File: src/rtl/reg_bus_pkg.sv
// Shared types for the internal register bus: bus FSM states and the
// read-data value returned for writes and refused accesses.
package reg_bus_pkg;

   typedef enum logic [1:0] {
      IDLE   = 2'd0,
      ACCESS = 2'd1,
      RESP   = 2'd2
   } bus_st_e;

   // Read data returned on writes and refused accesses (sliced to DW by users).
   localparam logic [63:0] RD_ZERO = 64'd0;

endpackage

File: src/rtl/reg_bus_arb_rr.sv
// Combinational round-robin picker: the first requester after ptr (wrapping
// at NREQ) wins. Outputs a one-hot grant, its index, and an any-request flag.
module rr_arb #(
   parameter int NREQ = 2,
   parameter int IW   = (NREQ > 1) ? $clog2(NREQ) : 1
) (
   input  logic [NREQ-1:0] req,
   input  logic [IW-1:0]   ptr,
   output logic [NREQ-1:0] grant,
   output logic [IW-1:0]   idx,
   output logic            any
);

   int          sum;
   logic [IW-1:0] cand;

   // Scan from ptr+1 upward (wrapping) and keep the first requester found.
   always_comb begin
      grant = '0;
      idx   = '0;
      any   = 1'b0;
      sum   = 0;
      cand  = '0;
      for (int k = 1; k <= NREQ; k++) begin
         sum = int'(ptr) + k;
         if (sum >= NREQ) sum = sum - NREQ;
         cand = IW'(sum);
         if (!any && req[cand]) begin
            any         = 1'b1;
            grant[cand] = 1'b1;
            idx         = cand;
         end
      end
   end

endmodule

File: src/rtl/reg_bus_arb.sv
// Register bus arbiter: shares one ren/wen/addr/wdata bus between NREQ
// requesters with round-robin arbitration, one access per grant, mode-based
// access gating and a fully registered response.
//
// Requester handshake: a requester raises i_req[k] with stable wr/addr/wdata
// and holds it until it sees o_ack[k] (a single-cycle pulse, qualified by
// o_err/o_rdata). It must drop i_req[k] in the cycle after o_ack; a request
// still high then is treated as a new request. Non-granted requesters simply
// keep i_req high and are served in turn.
module reg_bus_arb
   import reg_bus_pkg::*;
#(
   parameter int DW   = 8,
   parameter int AW   = 8,
   parameter int NREQ = 2
) (
   input  logic             i_clk,
   input  logic             i_rst,
   input  logic [NREQ-1:0]  i_req,
   input  logic [NREQ-1:0]  i_req_wr,
   input  logic [NREQ*AW-1:0] i_req_addr,
   input  logic [NREQ*DW-1:0] i_req_wdata,
   output logic [NREQ-1:0]  o_ack,
   output logic             o_err,
   output logic [DW-1:0]    o_rdata,
   output logic             o_busy,
   input  logic             i_test_mode_status,
   input  logic             i_cfg_mode_status,
   output logic             o_ren,
   output logic             o_wen,
   output logic [AW-1:0]    o_addr,
   output logic [DW-1:0]    o_wdata,
   input  logic [DW-1:0]    i_rdata,
   output bus_st_e          o_state
);

   localparam int IW = (NREQ > 1) ? $clog2(NREQ) : 1;

   bus_st_e       state_q, nxt_state;
   logic [IW-1:0] ptr_q, nxt_ptr;
   logic [IW-1:0] idx_q, nxt_idx;
   logic          wr_q, nxt_wr;

   logic          nxt_ren, nxt_wen, nxt_err;
   logic [AW-1:0] nxt_addr;
   logic [DW-1:0] nxt_wdata, nxt_rdata;
   logic [NREQ-1:0] nxt_ack;

   logic [NREQ-1:0] grant;
   logic [IW-1:0]   gidx;
   logic            any_req;
   logic            sel_wr;
   logic [AW-1:0]   sel_addr;
   logic [DW-1:0]   sel_wdata;
   logic            permit;

   rr_arb #(.NREQ(NREQ), .IW(IW)) u_rr_arb (
      .req   (i_req),
      .ptr   (ptr_q),
      .grant (grant),
      .idx   (gidx),
      .any   (any_req)
   );

   // Fields of the requester currently winning arbitration.
   assign sel_wr    = i_req_wr[gidx];
   assign sel_addr  = i_req_addr[int'(gidx)*AW +: AW];
   assign sel_wdata = i_req_wdata[int'(gidx)*DW +: DW];

   // Reads need test or config mode; writes need config mode.
   assign permit = sel_wr ? i_cfg_mode_status
                          : (i_test_mode_status | i_cfg_mode_status);

   assign o_state = state_q;

   // Next state and next registered outputs; every output defaults to idle values.
   always_comb begin
      nxt_state = state_q;
      nxt_ptr   = ptr_q;
      nxt_idx   = idx_q;
      nxt_wr    = wr_q;
      nxt_ren   = 1'b0;
      nxt_wen   = 1'b0;
      nxt_addr  = '0;
      nxt_wdata = '0;
      nxt_ack   = '0;
      nxt_err   = 1'b0;
      nxt_rdata = RD_ZERO[DW-1:0];
      case (state_q)
         IDLE: begin
            if (any_req) begin
               nxt_idx = gidx;
               nxt_wr  = sel_wr;
               nxt_ptr = gidx;
               if (permit) begin
                  nxt_state = ACCESS;
                  nxt_ren   = !sel_wr;
                  nxt_wen   = sel_wr;
                  nxt_addr  = sel_addr;
                  nxt_wdata = sel_wdata;
               end else begin
                  // Refused: skip the bus entirely and answer with an error.
                  nxt_state = RESP;
                  nxt_ack   = grant;
                  nxt_err   = 1'b1;
               end
            end
         end
         ACCESS: begin
            nxt_state      = RESP;
            nxt_ack[idx_q] = 1'b1;
            if (!wr_q) nxt_rdata = i_rdata;
         end
         RESP: begin
            nxt_state = IDLE;
         end
         default: begin
            nxt_state = IDLE;
         end
      endcase
   end

   // State, grant bookkeeping and registered bus/response outputs.
   always_ff @(posedge i_clk or posedge i_rst) begin
      if (i_rst) begin
         state_q <= IDLE;
         ptr_q   <= IW'(NREQ - 1);
         idx_q   <= '0;
         wr_q    <= 1'b0;
         o_ren   <= 1'b0;
         o_wen   <= 1'b0;
         o_addr  <= '0;
         o_wdata <= '0;
         o_ack   <= '0;
         o_err   <= 1'b0;
         o_rdata <= '0;
         o_busy  <= 1'b0;
      end else begin
         state_q <= nxt_state;
         ptr_q   <= nxt_ptr;
         idx_q   <= nxt_idx;
         wr_q    <= nxt_wr;
         o_ren   <= nxt_ren;
         o_wen   <= nxt_wen;
         o_addr  <= nxt_addr;
         o_wdata <= nxt_wdata;
         o_ack   <= nxt_ack;
         o_err   <= nxt_err;
         o_rdata <= nxt_rdata;
         o_busy  <= (nxt_state != IDLE);
      end
   end

endmodule
File: config.mk
export PLATFORM = sky130hd
export DESIGN_NAME = reg_bus_arb
export DESIGN_NICKNAME = d
export VERILOG_FILES = /design/src/rtl/reg_bus_pkg.sv /design/src/rtl/reg_bus_arb_rr.sv /design/src/rtl/reg_bus_arb.sv
export SDC_FILE = /design/constraint.sdc
export NUM_CORES = 1
export LEC_CHECK = 0
export CORE_MARGIN = 5
export CORE_UTILIZATION = 39
export DETAILED_ROUTE_END_ITERATION = 16
export HOLD_SLACK_MARGIN = 0.03
export PLACE_DENSITY = 0.79
export SETUP_SLACK_MARGIN = 0.05
export SYNTH_ARGS = -nofsm -noshare
export SYNTH_HDL_FRONTEND = slang
export SYNTH_SLANG_ARGS = --single-unit
File: constraint.sdc
create_clock -name i_clk -period 1.78 [get_ports i_clk]
set_clock_uncertainty 0.2 [all_clocks]
set_input_delay 0.178 -clock i_clk [delete_from_list [all_inputs] [get_ports i_clk]]
set_output_delay 0.178 -clock i_clk [all_outputs]
set_load 0.01 [all_outputs]
# Word-level counts from Yosys, hierarchy flattened
# Index checks and enable logic that the tools add are counted.
dict set report totals {
  inputBits 48
  regBits 35
  wordCells 83
}
dict set report op_classes {
  eq_ne 1
  n_lt_le_gt_ge 9
  n_addsub 4
  n_reduce_logical 9
  mux 44
  n_bitwise 2
  shifts 2
}
# operator count
set ops {}
lappend ops {{2-to-1 mux 8 bit} 8}
lappend ops {{indexed part select 16 x 5 -> 8 bit} 2}
lappend ops {{2-to-1 mux 1 bit} 25}
lappend ops {{2-to-1 mux 2 bit} 6}
lappend ops {{< comparator 1 x 2 -> 1 bit (second input constant)} 4}
lappend ops {{case mux 2 bit (2 select lines)} 2}
lappend ops {{logical AND 1 bit} 4}
lappend ops {{adder 1 x 2 -> 3 bit (second input constant)} 1}
lappend ops {{demux 1 bit (select 1 bit)} 3}
lappend ops {{>= comparator 1 bit (second input constant)} 3}
lappend ops {{>= comparator 3 x 2 -> 1 bit (second input constant)} 1}
lappend ops {{adder 1 x 1 -> 2 bit (second input constant)} 1}
lappend ops {{equality test 2 x 1 -> 1 bit (second input constant)} 1}
lappend ops {{>= comparator 2 bit (second input constant)} 1}
lappend ops {{zero test 1 bit} 2}
lappend ops {{zero test 2 bit} 1}
lappend ops {{OR 2 bit} 1}
lappend ops {{AND reduction 2 bit} 1}
lappend ops {{nonzero test 2 bit} 1}
lappend ops {{subtractor 1 bit (second input constant)} 2}
lappend ops {{OR 1 bit} 1}

# Longest topological paths before layout
dict set report depth {
  word_depth 16
  mapped_depth 5
  mapped_depth_nobuf 3
}

# By module
# Synthesis repeated with hierarchy kept, for this count alone.
dict set report unflattened {
  cells_unflattened 106
  area_unflattened_um2 1405.1
}
# module n_inst area_per_inst_um2 cells_each
set modules_own_cells {}
lappend modules_own_cells {reg_bus_arb 1 1372.6 101}
lappend modules_own_cells {rr_arb 1 32.5 5}

# Worst setup path after synthesis
# Ideal clock, no wire load.
dict set report synth_timing {
  kind {register to register}
  startpoint {register ptr_q}
  endpoint {register o_ack[0]}
  required_ns 1.484
  setup_time_ns 0.096
  path_buffers 1
  path_stages_with_launch 5
  period_less_slack_ns 1.610
  arrival_ns 1.314
  slack_ns 0.170
  cell_sequence {dfstp_2 a21boi_4 buf_6 mux2_4 o32ai_2}
}
dict set report synth_via {
  elab_chain_len 15
  word_cells_on_any_way 37
}
# item line_no
set synth_lines {}
lappend synth_lines {{start: declaration} reg_bus_arb.sv:40} ;# logic [IW-1:0] ptr_q, nxt_ptr;
lappend synth_lines {{start signal: assignment} reg_bus_arb.sv:127} ;# ptr_q <= IW'(NREQ - 1);
lappend synth_lines {{start signal: assignment} reg_bus_arb.sv:140} ;# ptr_q <= nxt_ptr;
lappend synth_lines {{branches (longest 13 deep; another with adder 1 x 2 -> 3 bit)} -}
lappend synth_lines {{2-to-1 mux 2 bit *} reg_bus_arb.sv:91} ;# if (any_req) begin
lappend synth_lines {{case mux 2 bit (2 select lines) *} reg_bus_arb.sv:89} ;# case (state_q)
lappend synth_lines {{net nxt_ack[0]} reg_bus_arb.sv:47} ;# logic [NREQ-1:0] nxt_ack;
lappend synth_lines {{end signal: assignment} reg_bus_arb.sv:147} ;# o_ack <= nxt_ack;
lappend synth_lines {{end: declaration} reg_bus_arb.sv:23} ;# output logic [NREQ-1:0] o_ack,
# Mark *: on every way through the listed nets, which the timed path passes. The select of a mux whose other input is x is not followed.
# A chain may end at the register's enable or synchronous reset.

# Final worst setup path
dict set report layout_timing {
  startpoint {register ptr_q}
  endpoint {register o_wdata[7]}
}
dict set report layout_via {
  elab_chain_len 15
  word_cells_on_any_way 25
}
# item line_no
set layout_lines {}
lappend layout_lines {{branches (longest 13 deep; another with adder 1 x 2 -> 3 bit)} -}
lappend layout_lines {{2-to-1 mux 8 bit *} reg_bus_arb.sv:91}
lappend layout_lines {{2-to-1 mux 8 bit *} reg_bus_arb.sv:89}
lappend layout_lines {{net nxt_wdata[7]} reg_bus_arb.sv:46} ;# logic [DW-1:0] nxt_wdata, nxt_rdata;
lappend layout_lines {{end signal: assignment} reg_bus_arb.sv:146} ;# o_wdata <= nxt_wdata;
lappend layout_lines {{end: declaration} reg_bus_arb.sv:32} ;# output logic [DW-1:0] o_wdata,
# Marked as above.

==> summary.txt <==
Status
  – Outcome: finished, final reports clean

CTS
  – Clk sinks: 35
  – Total number of H-tree levels: 2
  – Hold buffers post-CTS: 0
  – Post-cts sizing count: 0
  – CTS tree: built
  – Root Driver: clkbuf_8
  – Cts bufs inserted: 5
  – Worst-Skew Late Latency: 0.28 ns
  – Setup bufs post-CTS: 0
  – Worst-path clk slew: 0.06 ns
  – Clk buf depth: 2

GRT
  – Vias in the first global route: 1365
  – Gr ovfl total: 0
  – Global-route usage over all layers: 0.1636
  – Global-route wire length before repair: 6568 um
  – Initial antenna violation count: 0
  – Largest net degree at the start of global routing: 36

Synth
  – Largest family of logic cells by synthesized area: compound AO/OA/AOI/OAI gates
  – Seq/Total Area, Yosys: 0.5676
  – Yosys cell types: 29
  – Xor/xnor share of the synthesized area: 0
  – Compound-Gate Fraction of Synth Area: 0.1660
  – Post-synth ARST share: 1.000
  – Mean area per synthesized cell: 13.92 sq um
  – Synthesized instance count: 111
  – Post-Syn Area: 1545 sq um
  – Post-synth EDFFs: 0
  – Mux cell area share after synthesis: 0.1409
  – Flops & latches, synth: 35
  – Post-synth top flop: dfrtp_1
  – Post-Synth Adder-Cell Area: 0
  – Ys Warns: 0
  – Syn_nets: 159
  – Synth Area in Simple Gates: 0.08421

Die
  – # rows: 22
  – Die Ht: 72.95 um
  – Io pins: 80
  – Core area: around 3700 sq um
  – Die ar.: about 5300 sq um
  – Die Width: 72.95 um
  – Initial Util: 0.4128

Routing
  – DRT iter0 DRCs: 66
  – Total routed wirelength: 4029 um
  – Avg WL per Cell: approximately 16 um
  – Via count: 1199
  – Vias/cell: 4.796
  – Drt first pass iters: 4
  – DR DRC count: 0
  – Post-route ant nets: 0

Power
  – Total design power: 2776 uW
  – Power per cell area: 1091 nW/um^2
  – Pleak: about 0.0011 uW
  – Worst VDD drop: 0.0005247 V

Critical path
  – Slowest cell on the critical path: dfstp_2
  – WP data required: 1.76 ns
  – Worst setup path category: register to register
  – Crit path launch type: register
  – Largest stage delay on the critical path: approximately 0.58 ns
  – R2R Path End: o_wdata[7]
  – Critical path arrival: 1.62 ns
  – Reg2Reg Depth: 4
  – CP max FO: 17
  – R2r startpoint: ptr_q
  – Worst R2R Setup Slack: 0.14 ns
  – CP Capture Type: register
  – CP Cell Sequence: a21boi_4 > mux2i_4 > buf_12 > a211oi_1

Placed design
  – Pre-CTS WS: -0.1361 ns
  – Post-detail-place hpwl: between 3000 and 4000 um
  – Port bufs: 79
  – Final RePlAce weighted congestion: around 0.75
  – Placed inst area: 2444 sq um

STA
  – Total negative slack: 0 ns
  – Tmin final: 1.644 ns
  – Period utilisation layout: 0.9237
  – FMAX: 0.6082 GHz
  – Final setup viols: 0
  – Slew headroom: 0.7101
  – Final Hold Viols: 0
  – Max Slew Vio Count: 0
  – Worst hold slack: 0.09697 ns
  – Post-route setup slack: 0.1359 ns
  – Worst Tran Pin Value: 0.4348 ns
  – RSZ-0062 raised after global routing: no

Finish
  – Number of fill cells in the layout: approximately 280
  – Share of layout cells above drive strength 1: 0.1683
  – Post-Layout Inst Area: 2544 sq um
  – N_diodes: 0
  – NumNets Final: 249
  – Area growth, synth to finish: 64.62%

Run
  – Max-cap violations: 0

Min path
  – Worst min path class: input pin to async pin
==> worst max-delay path by stage <==
stage | startpoint | to
after global routing | ptr_q | o_wdata[7]
final | ptr_q | o_wdata[7]
after CTS | o_state[0] | o_state[0]
after detailed placement | i_req[1] | o_wdata[1]
after floorplan | ptr_q | o_ack[0]
after global placement | i_req[1] | o_ack[0]
==> power breakdown <==
group	internal (uW)	switching [uW]	leakage (uW)
clock network	353	262	0.0000515
registers	985	93.1	0.000464
logic	605	479	0.000572
total	1940	834	0.00109
==> cells in the mapped netlist (2+ instances only) <==
cell	n	area, sq um
dfrtp_1	34	850.8
mux2i_1	18	180.2
a211oi_2	10	125.1
and2_1	8	50.05
a211oi_1	6	45.04
a21oi_1	3	15.01
buf_2	3	15.01
nor2_1	3	11.26
and2b_1	2	15.01
buf_6	2	22.52
inv_1	2	7.510
nand2_1	2	7.510
nor3_1	2	10.01
==> sequential cells by signal, indices dropped and copies added (netlist names) <==
signal	count
o_rdata	8
o_ack	2
o_addr	8
o_busy	1
o_wen	1
wr_q	1
o_state	2
ptr_q	1
o_err	1
idx_q	1
o_wdata	8
o_ren	1
==> stage by stage <==
step                      instances  utilization
final                           250       0.6795
after global routing            250       0.6795
after CTS                       250       0.6795
after detailed placement        242       0.6527
after global placement          242       0.6527
after floorplan                 111            -
==> placed cells by master, fill, tap and decap left out, types with 2 or more instances in the layout <==
cell             instances
a21oi_1                  3
and2_1                   8
and2b_1                  2
mux2i_1                 18
clkdlybuf4s50_1         79
nand2_1                  2
dfrtp_1                 34
clkbuf_8                 7
buf_4                    8
nor3_1                   2
nor2_1                   3
buf_12                   2
a211oi_2                10
inv_1                    2
a211oi_1                 6
==> layout make-up <==
cell class | count | area, sq um | area share
multi-input cells | 67 | 604.3 | 0.2376
clock buffers | 8 | 100.1 | 0.03935
well taps | 48 | 60.06 | 0.02361
flip-flops and latches | 35 | 877.1 | 0.3448
inverters | 3 | 11.26 | 0.004427
repair buffers | 89 | 890.9 | 0.3502
==> worst max-delay path, delay by kind of cell, from the launching register on <==
| family | cells | cell delay (ns) |
|---|---|---|
| AOI/OAI and AO/OA | 2 | 0.38 |
| buffers and inverters | 1 | 0.17 |
| DFF | 1 | 0.58 |
| muxes | 1 | 0.21 |
==> cell families (layout without fill, tap and decap cells) <==
kind of cell,count (synthesis),count (layout)
mux,20,20
buf+inv,9,100
compound gates,25,25
simple gates,22,22
flops,35,35
==> routing by layer <==
layer | vias to the layer above | global-route usage | wire (um)
li1 | 582 | - | -
met1 | 545 | 0.1846 | 1560
met2 | 62 | 0.2685 | 1897
met3 | 10 | 0.07576 | 458
met4 | 0 | 0.06352 | 112
met5 | - | 0 | 0
(Power assumes the default switching activity.)
